### src/rtl/spi_master_ctrl.sv
// SPI master: turns one host command into one framed SPI transaction
// (3 command bits + 8 payload bits), capturing a MISO byte for read-data frames.
module spi_master_ctrl #(
  parameter int unsigned RD_LATENCY = 1,
  parameter logic [7:0]  DUMMY_BYTE = 8'h00
) (
  input  logic       clk,
  input  logic       rst,
  input  logic       cmd_valid,
  output logic       cmd_ready,
  input  logic [1:0] cmd_op,
  input  logic [7:0] cmd_data,
  output logic       rsp_valid,
  output logic [7:0] rsp_data,
  output logic       busy,
  output logic       SS_n,
  output logic       MOSI,
  input  logic       MISO
);

  localparam int unsigned WW = (RD_LATENCY > 1) ? $clog2(RD_LATENCY) : 1;
  localparam logic [WW-1:0] WAIT_LAST = WW'(RD_LATENCY - 1);

  typedef enum logic [2:0] {
    S_IDLE,
    S_START,
    S_SHIFT,
    S_WAIT,
    S_CAPTURE,
    S_STOP
  } state_t;

  state_t        state_q;
  logic [3:0]    cnt_q;
  logic [WW-1:0] wait_q;
  logic [10:0]   tx_q;
  logic [7:0]    rx_q;
  logic          rd_q;
  logic          ss_n_q;
  logic          mosi_q;
  logic          ready_q;
  logic          busy_q;
  logic          rsp_valid_q;
  logic [7:0]    rsp_data_q;

  always_ff @(posedge clk) begin
    if (rst) begin
      state_q     <= S_IDLE;
      cnt_q       <= '0;
      wait_q      <= '0;
      tx_q        <= '0;
      rx_q        <= '0;
      rd_q        <= 1'b0;
      ss_n_q      <= 1'b1;
      mosi_q      <= 1'b0;
      ready_q     <= 1'b0;
      busy_q      <= 1'b0;
      rsp_valid_q <= 1'b0;
      rsp_data_q  <= '0;
    end else begin
      rsp_valid_q <= 1'b0;
      unique case (state_q)
        S_IDLE: begin
          ready_q <= 1'b1;
          if (cmd_valid && ready_q) begin
            state_q <= S_START;
            ready_q <= 1'b0;
            busy_q  <= 1'b1;
            ss_n_q  <= 1'b0;
            mosi_q  <= 1'b0;
            rd_q    <= &cmd_op;
            // op[1] is sent twice so the command field reads 000/001/110/111
            tx_q    <= {cmd_op[1], cmd_op, (&cmd_op) ? DUMMY_BYTE : cmd_data};
          end
        end
        S_START: begin
          state_q <= S_SHIFT;
          cnt_q   <= '0;
          mosi_q  <= tx_q[10];
          tx_q    <= {tx_q[9:0], 1'b0};
        end
        S_SHIFT: begin
          if (cnt_q == 4'd10) begin
            cnt_q  <= '0;
            mosi_q <= 1'b0;
            if (rd_q) begin
              state_q <= S_WAIT;
              wait_q  <= '0;
            end else begin
              state_q <= S_STOP;
              ss_n_q  <= 1'b1;
            end
          end else begin
            cnt_q  <= cnt_q + 4'd1;
            mosi_q <= tx_q[10];
            tx_q   <= {tx_q[9:0], 1'b0};
          end
        end
        S_WAIT: begin
          if (wait_q == WAIT_LAST) begin
            state_q <= S_CAPTURE;
            cnt_q   <= '0;
          end else begin
            wait_q <= wait_q + 1'b1;
          end
        end
        S_CAPTURE: begin
          rx_q <= {rx_q[6:0], MISO};
          if (cnt_q == 4'd7) begin
            // the eighth sample lands directly in rsp_data together with the pulse
            state_q     <= S_STOP;
            cnt_q       <= '0;
            ss_n_q      <= 1'b1;
            rsp_valid_q <= 1'b1;
            rsp_data_q  <= {rx_q[6:0], MISO};
          end else begin
            cnt_q <= cnt_q + 4'd1;
          end
        end
        S_STOP: begin
          state_q <= S_IDLE;
          ready_q <= 1'b1;
          busy_q  <= 1'b0;
        end
        default: state_q <= S_IDLE;
      endcase
    end
  end

  assign cmd_ready = ready_q;
  assign busy      = busy_q;
  assign SS_n      = ss_n_q;
  assign MOSI      = mosi_q;
  assign rsp_valid = rsp_valid_q;
  assign rsp_data  = rsp_data_q;

endmodule

### config.mk
export PLATFORM = sky130hd
export DESIGN_NAME = spi_master_ctrl
export DESIGN_NICKNAME = d
export VERILOG_FILES = /design/src/rtl/spi_master_ctrl.sv
export SDC_FILE = /design/constraint.sdc
export NUM_CORES = 1
export LEC_CHECK = 0
export ABC_AREA = 0
export CAP_MARGIN = 40
export CORE_ASPECT_RATIO = 1.25
export CORE_MARGIN = 2
export CORE_UTILIZATION = 38
export DETAILED_ROUTE_END_ITERATION = 10
export GPL_TIMING_DRIVEN = 0
export PLACE_DENSITY = 0.63
export SLEW_MARGIN = 20
export SYNTH_ARGS = -nofsm -noshare
export SYNTH_HDL_FRONTEND = slang
export SYNTH_SLANG_ARGS = --single-unit
### constraint.sdc
create_clock -name clk -period 2.5 [get_ports clk]
set_clock_uncertainty 0.2 [all_clocks]
set_input_delay 0.25 -clock clk [delete_from_list [all_inputs] [get_ports clk]]
set_output_delay 0.25 -clock clk [all_outputs]
set_load 0.005 [all_outputs]
==> results of run 1 <==
-- report_power, final --
| part | internal, mW | switching [mW] |
|---|---|---|
| clock | 0.303 | 0.245 |
| combinational | 0.152 | 0.185 |
| sequential | 0.681 | 0.0365 |
-- critical path: cells and delay by family, from the launching register on --
family | cells | cell delay (ps)
compound gates | 2 | 720
flops | 1 | 440
buf+inv | 2 | 600
simple gates | 2 | 190
-- final timing paths --
check                                             start              endpoint  slack, ps  cells after the start
worst max-delay path            state_q[0]$_SDFFE_PP0P_  tx_q[6]$_SDFFE_PP0P_        270                      6
worst min-delay path               tx_q[0]$_SDFFE_PP0P_  tx_q[0]$_SDFFE_PP0P_        260                      2
worst max register to register  state_q[0]$_SDFFE_PP0P_  tx_q[6]$_SDFFE_PP0P_        270                      6
worst min register to register     tx_q[0]$_SDFFE_PP0P_  tx_q[0]$_SDFFE_PP0P_        260                      2
-- registers in the layout, indices dropped and copies added (netlist names) --
signal	flops
rsp_data	8
cmd_ready	1
cnt_q	4
state_q	3
rx_q	7
rd_q	1
MOSI	1
busy	1
tx_q	11
SS_n	1
rsp_valid	1
-- cell families (layout without fill, tap and decap cells) --
group	Yosys count	count (layout)	synth area share, %
muxes	14	14	8.10
xor gates and xnor gates	1	1	0.506
DFF	39	39	45.1
buffers and inverters	18	52	4.63
AOI/OAI and AO/OA	48	48	18.6
and+or+nand+nor	76	76	21.6
adders and majority gates	2	2	1.45
-- per-stage QoR --
step / hold slack [ps] / worst slack [ps]
after floorplan: 154 / 608
after global placement: 243 / 296
after detailed placement: 247 / 251
after CTS: 262 / 298
after global routing: 278 / 79.1
final: 263 / 271
-- cell usage in the layout (no fill, tap or decap), types with 3 or more instances in the layout --
cell and count:
dfxtp_1 39, buf_2 3, clkbuf_8 5, a221oi_1 7, nor3_1 13, inv_1 5
nand2_1 20, mux2i_1 14, clkbuf_1 6, a211oi_1 5, a21oi_1 19, nand3_1 3
o21ai_0 7, nor2_1 25, clkdlybuf4s50_1 26
-- cell type report --
class                   count  area [um2]
fillers                   425        2210
multi-input cells         141         870
inverters                   5        18.8
clock inverters             3        47.5
plain buffers              13        61.3
clock buffers               5        68.8
well taps                  58        72.6
flip-flops and latches     39         781
repair buffers             26         260
-- layer usage --
layer	vias to the layer above	GRT usage, %	routed length [um]
met5	-	0	0
met4	0	7.02	80
met3	6	3.53	129
met2	25	25.7	1790
met1	694	19.4	1750
li1	776	-	-
==> flow_summary.json, run 1 <==
{
  "status": "complete, no violations",
  "critical-path-slowest-cell": "o32ai_1",
  "die-area_um2": 5110,
  "ant_nets": 0,
  "final_nets": 247,
  "fin_util_pct": 49.6,
  "cp.required_ps": 2520,
  "cts.path.max_buffers": 2,
  "wl_per_cell_um": 12.9,
  "min_path_type": "flip-flop to flip-flop",
  "instances_no_fill": 290,
  "ys_seq_area_share_pct": 45.1,
  "synth_area_leaders": "dfxtp_1 (45%), mux2i_1 (8.1%), a21oi_1 (5.5%), nor2_1 (5.4%), nand2_1 (4.3%)",
  "drv_cap": 0,
  "dpl-instance-area_um2": 2060,
  "yosysMostFrequentCell": "dfxtp_1",
  "critical_path.most_common_cell": "buf_2",
  "clk_latency_ps": 300,
  "port_buffers": 26,
  "htree_num_levels": 2,
  "yosys.area.top_type_share_pct": 45.1,
  "cts.sinks": 39,
  "fmax_mhz": 449,
  "routabilityCongestion": 0.804,
  "synth.distinct_cells": 38,
  "drive_above_1_share_pct": 7.76,
  "firstDrtPassIters": 4,
  "cts_tree": "built",
  "fin_crit_ps": 2230,
  "routed_wl_mm": 3.75,
  "cts.root.buffer_cell": "clkbuf_8",
  "drv_slew": 0,
  "synthFlopType": "dfxtp_1",
  "start_util_pct": 39.4,
  "grt_pass1_vias": 1350,
  "postCtsSetupRepairBufs": 0,
  "slew_headroom_pct": 43.8,
  "syn_area_per_cell_um2": 8.74,
  "hpwl_mm": 2.59,
  "power_density_nw_per_um2": 735,
  "vias": 1501,
  "gr-total-overflow": 0,
  "core_area_um2": 4390,
  "dieWidth_um": 64.4,
  "antenna_found_initial": 0,
  "cts_made_buffers": 5,
  "finalHoldViolCount": 0,
  "grt_max_degree": 15,
  "via_per_inst": 5.18,
  "synth_largest_area_cell": "dfxtp_1",
  "synth-edff-count": 0,
  "endpoint_kind": "flip-flop",
  "postSynthNetCount": 214,
  "synthArstFlopShare_pct": 0,
  "hold_buffers": 0,
  "grt_pass1_wl_mm": 6.18,
  "area_growth_pct": 26.0,
  "setup_violations": 0,
  "diodes": 0,
  "crit_chain": "buf_2 -> a21oi_1 -> o32ai_1 -> buf_2 -> nor2_1 -> nor3_1",
  "syn_inst": 198,
  "grt_setup_unrepaired": "false",
  "synth_seq_cells": 39,
  "setup_tns_ps": 0,
  "worst-path-max-fanout": 10,
  "cts_resized": 0,
  "slowest_delay_ps": 620,
  "p_leak_nw": 0.754,
  "p_total_mw": 1.60,
  "dp.cells": 282,
  "drt_iter0_drc": 85,
  "ir_drop_mv": 0.506,
  "std_cell_rows": 27,
  "tightest_slew_ps": 837,
  "clk_pin_slew_ps": 90,
  "synth_commonest_cells": "dfxtp_1 (39), nor2_1 (25), nand2_1 (20), a21oi_1 (19), mux2i_1 (14)",
  "worstSetupPathType": "flip-flop to flip-flop",
  "yosys_warnings": 0,
  "arrival_ps": 2250,
  "setup.worst_path.start_class": "flip-flop",
  "syn_area_um2": 1730,
  "final_cell_area_um2": 2180,
  "die_h_um": 79.4,
  "grt_use_total_pct": 15.6,
  "fin_crit_sh_pct": 89.2,
  "io_pins": 27,
  "drc_errors": 0
}
Power figures use the tool's default switching activity.
==> inputs of run 2 (changes only) <==
--- a/config.mk
+++ b/config.mk
@@ -11,9 +11,9 @@
 export CORE_MARGIN = 2
 export CORE_UTILIZATION = 38
 export DETAILED_ROUTE_END_ITERATION = 10
+export GPL_ROUTABILITY_DRIVEN = 1
 export GPL_TIMING_DRIVEN = 0
 export PLACE_DENSITY = 0.63
-export SLEW_MARGIN = 20
 export SYNTH_ARGS = -nofsm -noshare
 export SYNTH_HDL_FRONTEND = slang
 export SYNTH_SLANG_ARGS = --single-unit
==> results of run 2 <==
Final layout, timing and power as in run 1 (identical DEF).
